`src/rtl/phy_rx_deser_lane.sv`:
```
// phy_rx_deser_lane
//   Single-lane receive deserializer. Shifts the serial lane in MSB first on
//   clk_8f, slides across bit positions until the idle COM character appears,
//   then confirms the byte phase with LOCK_COUNT consecutive COMs before
//   emitting recovered bytes once per 8 bit times.
//
// Ports
//   clk_8f    in   bit clock, one serial bit per rising edge
//   reset     in   asynchronous active-low reset
//   enable    in   synchronous enable; low drops back to SEARCH, clears flags
//   serial_in in   serial lane data, MSB first
//   data_out  out  [7:0] last recovered byte (held between strobes)
//   valid_out out  data_out is a data byte, not COM_CHAR (sticky)
//   byte_stb  out  one-cycle pulse per emitted byte while locked
//   active    out  lane aligned and locked
module phy_rx_deser_lane #(
  parameter logic [7:0]  COM_CHAR   = 8'hBC,
  parameter int unsigned LOCK_COUNT = 4
) (
  input  logic       clk_8f,
  input  logic       reset,
  input  logic       enable,
  input  logic       serial_in,
  output logic [7:0] data_out,
  output logic       valid_out,
  output logic       byte_stb,
  output logic       active
);

  typedef enum logic [1:0] {SEARCH, ALIGN, LOCKED} state_t;

  // com_cnt+1 == LOCK_COUNT is evaluated as com_cnt == LOCK_COUNT-1
  localparam logic [3:0] LOCK_M1 = 4'(LOCK_COUNT - 1);

  state_t     r_state, w_state_nxt;
  logic [7:0] r_sr, w_sr_nxt;
  logic [2:0] r_bit_cnt, w_bit_cnt_nxt;
  logic [3:0] r_com_cnt, w_com_cnt_nxt;
  logic [7:0] r_data, w_data_nxt;
  logic       r_valid, w_valid_nxt;
  logic       r_stb, w_stb_nxt;
  logic       r_active, w_active_nxt;

  logic       w_is_com;
  logic       w_bnd;

  assign w_is_com = (r_sr == COM_CHAR);
  // bit_cnt wraps to 0 exactly when sr holds a full byte in the locked phase
  assign w_bnd    = (r_bit_cnt == 3'd0);

  always_ff @(posedge clk_8f or negedge reset) begin
    if (!reset) begin
      r_state   <= SEARCH;
      r_sr      <= 8'h00;
      r_bit_cnt <= 3'd0;
      r_com_cnt <= 4'd0;
      r_data    <= 8'h00;
      r_valid   <= 1'b0;
      r_stb     <= 1'b0;
      r_active  <= 1'b0;
    end else begin
      r_state   <= w_state_nxt;
      r_sr      <= w_sr_nxt;
      r_bit_cnt <= w_bit_cnt_nxt;
      r_com_cnt <= w_com_cnt_nxt;
      r_data    <= w_data_nxt;
      r_valid   <= w_valid_nxt;
      r_stb     <= w_stb_nxt;
      r_active  <= w_active_nxt;
    end
  end

  always_comb begin
    w_state_nxt   = r_state;
    w_sr_nxt      = r_sr;
    w_bit_cnt_nxt = r_bit_cnt;
    w_com_cnt_nxt = r_com_cnt;
    w_data_nxt    = r_data;
    w_valid_nxt   = r_valid;
    w_stb_nxt     = 1'b0;
    w_active_nxt  = r_active;

    if (!enable) begin
      // sr and bit_cnt freeze; data_out keeps the last byte
      w_state_nxt   = SEARCH;
      w_com_cnt_nxt = 4'd0;
      w_valid_nxt   = 1'b0;
      w_active_nxt  = 1'b0;
    end else begin
      w_sr_nxt      = {r_sr[6:0], serial_in};
      w_bit_cnt_nxt = r_bit_cnt + 3'd1;
      case (r_state)
        SEARCH: begin
          // sliding match: bit_cnt restarts so the next boundary is 8 edges out
          if (w_is_com) begin
            w_bit_cnt_nxt = 3'd1;
            w_com_cnt_nxt = 4'd1;
            if (LOCK_COUNT == 1) begin
              w_state_nxt  = LOCKED;
              w_active_nxt = 1'b1;
            end else begin
              w_state_nxt  = ALIGN;
            end
          end
        end
        ALIGN: begin
          if (w_bnd) begin
            if (w_is_com && (r_com_cnt == LOCK_M1)) begin
              w_state_nxt  = LOCKED;
              w_active_nxt = 1'b1;
            end else if (w_is_com) begin
              w_com_cnt_nxt = r_com_cnt + 4'd1;
            end else begin
              w_state_nxt   = SEARCH;
              w_com_cnt_nxt = 4'd0;
            end
          end
        end
        LOCKED: begin
          // no lock-loss detection; only reset or enable=0 leave LOCKED
          if (w_bnd) begin
            w_data_nxt  = r_sr;
            w_valid_nxt = !w_is_com;
            w_stb_nxt   = 1'b1;
          end
        end
        default: w_state_nxt = SEARCH;
      endcase
    end
  end

  assign data_out  = r_data;
  assign valid_out = r_valid;
  assign byte_stb  = r_stb;
  assign active    = r_active;

endmodule

```
`config.mk`:
```
export PLATFORM = sky130hd
export DESIGN_NAME = phy_rx_deser_lane
export DESIGN_NICKNAME = d
export VERILOG_FILES = /design/src/rtl/phy_rx_deser_lane.sv
export SDC_FILE = /design/constraint.sdc
export NUM_CORES = 1
export LEC_CHECK = 0
export ABC_AREA = 1
export CAP_MARGIN = 20
export CORE_ASPECT_RATIO = 1.1
export CORE_UTILIZATION = 46
export CTS_CLUSTER_SIZE = 30
export DETAILED_ROUTE_END_ITERATION = 8
export GPL_TIMING_DRIVEN = 0
export PLACE_DENSITY = 0.69
export SLEW_MARGIN = 20
export SYNTH_ARGS = -nofsm -noshare
export SYNTH_HDL_FRONTEND = slang
export SYNTH_SLANG_ARGS = --single-unit
```
`constraint.sdc`:
```
create_clock -name clk_8f -period 1.25 [get_ports clk_8f]
set_input_delay 0.375 -clock clk_8f [delete_from_list [all_inputs] [get_ports clk_8f]]
set_output_delay 0.375 -clock clk_8f [all_outputs]
set_load 0.05 [all_outputs]
```
==> impl_results.html <==
<table>
<tr><th>Metric</th><th>Value</th></tr>
<tr><th colspan="2">Setup path</th></tr>
<tr><td>CP startpoint kind</td><td>register</td></tr>
<tr><td>Endpoint class of the critical path</td><td>register</td></tr>
<tr><td>Reg-to-reg startpoint</td><td>r_sr[3]</td></tr>
<tr><td>Cell Chain, Critical Path</td><td>nand2_2, nor2_1, nand3_4, nand3_1, nand2_1, nand2_1, nand2_1</td></tr>
<tr><td>Data arrival, critical path</td><td>1.62 ns</td></tr>
<tr><td>Stage delay of the slowest cell on the critical path</td><td>0.46 ns</td></tr>
<tr><td>Crit Path Category</td><td>register to register</td></tr>
<tr><td>CP most frequent cell</td><td>sky130_fd_sc_hd__nand2_1</td></tr>
<tr><td>Worst Setup SP</td><td>r_sr[3]</td></tr>
<tr><td>Worst path slowest cell</td><td>sky130_fd_sc_hd__dfrtp_1</td></tr>
<tr><td>Peak fanout along the critical path</td><td>4</td></tr>
<tr><td>Data required time of the worst path</td><td>1.49 ns</td></tr>
<tr><th colspan="2">Route</th></tr>
<tr><td>Detailed-route vias per instance</td><td>just over 5</td></tr>
<tr><td>Wire length per cell</td><td>14.5 um</td></tr>
<tr><td># DRC</td><td>0</td></tr>
<tr><td>1st-iter DRT viols</td><td>24</td></tr>
<tr><td>Number of vias after detailed routing</td><td>1,234</td></tr>
<tr><td>Routed Wire Length</td><td>3.50 mm</td></tr>
<tr><td>Pre-Repair DR Iteration Count</td><td>4</td></tr>
<tr><td>Remaining antenna violation count after routing</td><td>0</td></tr>
<tr><th colspan="2">Pwr</th></tr>
<tr><td>Pwr per Cell Area</td><td>1310 nW/um^2</td></tr>
<tr><td>Combinational power share</td><td>33.8%</td></tr>
<tr><td>Worst-case vdd ir drop</td><td>0.955 mV</td></tr>
<tr><td>Internal power of the cells</td><td>1.71 mW</td></tr>
<tr><td>Clock share of power</td><td>about a quarter</td></tr>
<tr><td>Share of total power consumed by net switching</td><td>33.7%</td></tr>
<tr><td>Net switching power</td><td>around 870 uW</td></tr>
<tr><td>Power, Total</td><td>2.57 mW</td></tr>
<tr><td>Leak</td><td>about 0.99 nW</td></tr>
<tr><td>Power share of the sequential group</td><td>a little over two fifths</td></tr>
<tr><th colspan="2">Placed design</th></tr>
<tr><td>Post-Place Setup Slack</td><td>-0.274 ns</td></tr>
<tr><td>Half-perimeter wire length after detailed placement</td><td>1.91 mm</td></tr>
<tr><td>Number of cells after detailed placement</td><td>about 210</td></tr>
<tr><td>Final GP Congestion</td><td>0.768</td></tr>
<tr><td>Number of buffers inserted by port buffering</td><td>13</td></tr>
<tr><th colspan="2">Cells and area</th></tr>
<tr><td>Share of the core filled with cells</td><td>70.5%</td></tr>
<tr><td>Share of post-route cells with drive strength above 1</td><td>46.2%</td></tr>
<tr><td>Final cell count without fillers</td><td>241</td></tr>
<tr><td>Synthesis-to-layout area growth</td><td>45.9%</td></tr>
<tr><td>Nets</td><td>216</td></tr>
<tr><td>Number of diodes added for antenna fixing</td><td>0</td></tr>
<tr><th colspan="2">Floorplan</th></tr>
<tr><td>Floorplan die area</td><td>3140 sq um</td></tr>
<tr><td>Vert. Die Dim</td><td>58.7 um</td></tr>
<tr><td>Cell row count</td><td>20</td></tr>
<tr><td>Floorplan core area</td><td>2780 sq um</td></tr>
<tr><td>Initial Util</td><td>48.3%</td></tr>
<tr><td>Number of top-level pins</td><td>15</td></tr>
<tr><td>X dimension of the die</td><td>53.5 um</td></tr>
<tr><th colspan="2">STA</th></tr>
<tr><td>Crit share post-route</td><td>110%</td></tr>
<tr><td>Setup repair after global routing missed its margin</td><td>yes</td></tr>
<tr><td>Hold Vio Cnt, Final</td><td>0</td></tr>
<tr><td>Actual slew at the worst max-slew pin</td><td>approximately 0.64 ns</td></tr>
<tr><td>Hold slack</td><td>0.0207 ns</td></tr>
<tr><td>Timing-limited maximum frequency</td><td>727 MHz</td></tr>
<tr><td>Clk_skew</td><td>0.0135 ns</td></tr>
<tr><td>Tmin final</td><td>1.38 ns</td></tr>
<tr><td>Endpoints failing setup</td><td>21</td></tr>
<tr><td>Worst relative slew slack</td><td>a little under three fifths</td></tr>
<tr><td>Worst Slack Setup Final</td><td>-0.126 ns</td></tr>
<tr><td>Pins Over Slew Limit</td><td>0</td></tr>
<tr><th colspan="2">Synthesis</th></tr>
<tr><td>Mapped Cells</td><td>about 170</td></tr>
<tr><td>Library cell with the largest summed area after synthesis</td><td>sky130_fd_sc_hd__dfrtp_1</td></tr>
<tr><td>Register area share after synthesis</td><td>52.2%</td></tr>
<tr><td>Net count after synthesis</td><td>between 150 and 200</td></tr>
<tr><td>Number of register bits inferred by synthesis</td><td>28</td></tr>
<tr><td>Warning count from the yosys run</td><td>0</td></tr>
<tr><td>Portion of synthesized cell area occupied by the leading cell type</td><td>52.2%</td></tr>
<tr><td>Fraction of synthesized cell area in xor and xnor cells</td><td>roughly 1.3%</td></tr>
<tr><td>Post-synth design cell area</td><td>1340 sq um</td></tr>
<tr><td>Largest cells by area after synthesis</td><td>sky130_fd_sc_hd__dfrtp_1 52%, sky130_fd_sc_hd__nand2_1 17%, sky130_fd_sc_hd__inv_1 5.0%</td></tr>
<tr><td>Main combinational cell family by area after synthesis</td><td>simple AND/OR/NAND/NOR gates</td></tr>
<tr><td>Synthesized-area fraction occupied by and/or/nand/nor cells</td><td>28.2%</td></tr>
<tr><td>Post-Synthesis Mean Instance Area</td><td>between 8 and 9 sq um</td></tr>
<tr><td>Proportion of synthesized area in mux cells</td><td>0%</td></tr>
<tr><td>Post-Synth Adder-Cell Area</td><td>roughly 2.8%</td></tr>
<tr><td>Post-synth cell types</td><td>24</td></tr>
<tr><td>Post-synthesis compound-gate area fraction</td><td>under 10%</td></tr>
<tr><th colspan="2">GRT</th></tr>
<tr><td>Pin count of the biggest net entering global routing</td><td>29</td></tr>
<tr><td>Initial antenna violation count</td><td>0</td></tr>
<tr><td>Number of global-route vias before repair</td><td>1,141</td></tr>
<tr><td>Global-route usage over all layers</td><td>22.5%</td></tr>
<tr><td>Global-route wire length before repair</td><td>approximately 5.1 mm</td></tr>
<tr><td>Overflow left after global routing</td><td>0</td></tr>
<tr><th colspan="2">CTS</th></tr>
<tr><td>Number of levels the H-tree was split into</td><td>1</td></tr>
<tr><td>Worst-skew pair later-pin latency</td><td>0.35 ns</td></tr>
<tr><td>Clock tree from TritonCTS</td><td>done</td></tr>
<tr><td>Clock net sink count</td><td>28</td></tr>
<tr><td>Number of buffers inserted by hold repair at cts</td><td>0</td></tr>
<tr><td>Maximum number of buffers from clock root to sink</td><td>2</td></tr>
<tr><td>Clk root buf</td><td>sky130_fd_sc_hd__clkbuf_4</td></tr>
<tr><td>Number of buffers inserted during clock tree synthesis</td><td>3</td></tr>
<tr><td>Clock transition at the register clock pins on the worst setup and hold paths after CTS</td><td>0.16 ns</td></tr>
<tr><th colspan="2">Status</th></tr>
<tr><td>Run status</td><td>finished with violations</td></tr>
<tr><td>Failing checks</td><td>setup timing</td></tr>
<tr><th colspan="2">Job</th></tr>
<tr><td>Max Cap Violations</td><td>0</td></tr>
<tr><th colspan="2">Min path</th></tr>
<tr><td>Hold Path Class</td><td>input pin to async pin</td></tr>
</table>
-- power by group through the flow --
stage	Sequential, mW	Clock [mW]	Combinational (mW)
finish	1.09	0.615	0.871
global route	1.10	0.640	0.954
CTS	1.07	0.624	0.774
detailed placement	1.10	0	0.517
global placement	1.09	0	0.485
floorplan	1.08	0	0.406
-- registers in the layout, summed over array words and instances (netlist names) --
signal,flops
data_out,8
r_sr,8
r_com_cnt,4
r_bit_cnt,3
r_state,2
active,1
byte_stb,1
valid_out,1
-- what timing repair did --
| action | 4_1_cts | 5_1_grt |
|---|---|---|
| setup buffers | 19 | 6 |
| endpoints found under the setup margin | 28 | 30 |
| pin swaps | 19 | 18 |
| cloned | 1 | 0 |
| gates resized for setup | 98 | 33 |
-- routing by layer --
metal / track usage, % / share of wire (%)
met3: 1.55 / 2.7
met1: 28.5 / 40
met2: 39.1 / 55
met4: 9.02 / 1.9
met5: 0 / 0
-- cell usage in the layout, fill, tap and decap left out, types with 2 or more instances in the layout --
master	count
sky130_fd_sc_hd__nor2_4	5
sky130_fd_sc_hd__o21ai_1	4
sky130_fd_sc_hd__clkbuf_1	2
sky130_fd_sc_hd__nand3_1	5
sky130_fd_sc_hd__nand2_2	18
sky130_fd_sc_hd__dfrtp_1	26
sky130_fd_sc_hd__o21ai_2	2
sky130_fd_sc_hd__o21ai_0	10
sky130_fd_sc_hd__buf_4	23
sky130_fd_sc_hd__clkbuf_4	3
sky130_fd_sc_hd__dfrtp_2	2
sky130_fd_sc_hd__nand4_1	2
sky130_fd_sc_hd__buf_6	15
sky130_fd_sc_hd__nand2_4	7
sky130_fd_sc_hd__nand2_1	38
sky130_fd_sc_hd__inv_2	10
sky130_fd_sc_hd__nor2_1	6
sky130_fd_sc_hd__inv_1	11
sky130_fd_sc_hd__xor2_1	2
sky130_fd_sc_hd__nor2_2	3
-- kinds of logic (layout without fill, tap and decap cells) --
| family | count (synthesis) | after routing |
|---|---|---|
| AND/OR/NAND/NOR | 87 | 87 |
| flip-flops | 28 | 28 |
| buffers and inverters | 25 | 68 |
| AO/OA/AOI/OAI | 20 | 20 |
| adder cells (fa/ha/maj) | 3 | 3 |
| XOR/XNOR | 2 | 2 |
-- area by class of cell --
cell class | instances | area (sq um)
Tap cell | 33 | 41.3
Clock buffer | 3 | 22.5
Sequential cell | 28 | 703
Fill cell | 200 | 820
Timing Repair Buffer | 39 | 358
Clock inverter | 1 | 30.0
Multi-Input combinational cell | 112 | 698
Buffer | 4 | 26.3
Inverter | 21 | 78.8
-- path summary, 6_finish.rpt --
path / endpoint / slack, ns / cells after the start
hold / removal: data_out[7] / 0.02 / 1
max in group asynchronous: r_state[0] / 0.76 / 1
setup / recovery: r_state[0] / -0.13 / 7
min in group clk_8f: r_sr[6] / 0.32 / 2
hold reg to reg: r_sr[2] / 0.53 / 2
setup reg to reg: r_state[0] / -0.13 / 7
-- synth_stat cells, drive strengths merged --
master / instances
nor2: 14
xor2: 2
inv: 21
buf: 2
a21oi: 2
clkbuf: 2
nor3: 1
ha: 3
nand2: 63
nand4: 2
o31ai: 1
nor3b: 1
o21ai: 16
o211ai: 1
dfrtp: 28
nand3: 6
-- worst max-delay path: cells and delay by family (launching register included) --
kind | cells | cell delay [ns]
DFF | 1 | 0.46
and+or+nand+nor | 7 | 0.80
-- per-stage QoR --
step                      cell area, sq um  TNS [ns]
after floorplan                       1360         0
after global placement                1530    -20.69
after detailed placement              1530     -4.79
after CTS                             1810    -0.825
after global routing                  1960     -2.09
final                                 1960     -1.19
Note: power is estimated with default switching activity, not from simulation.
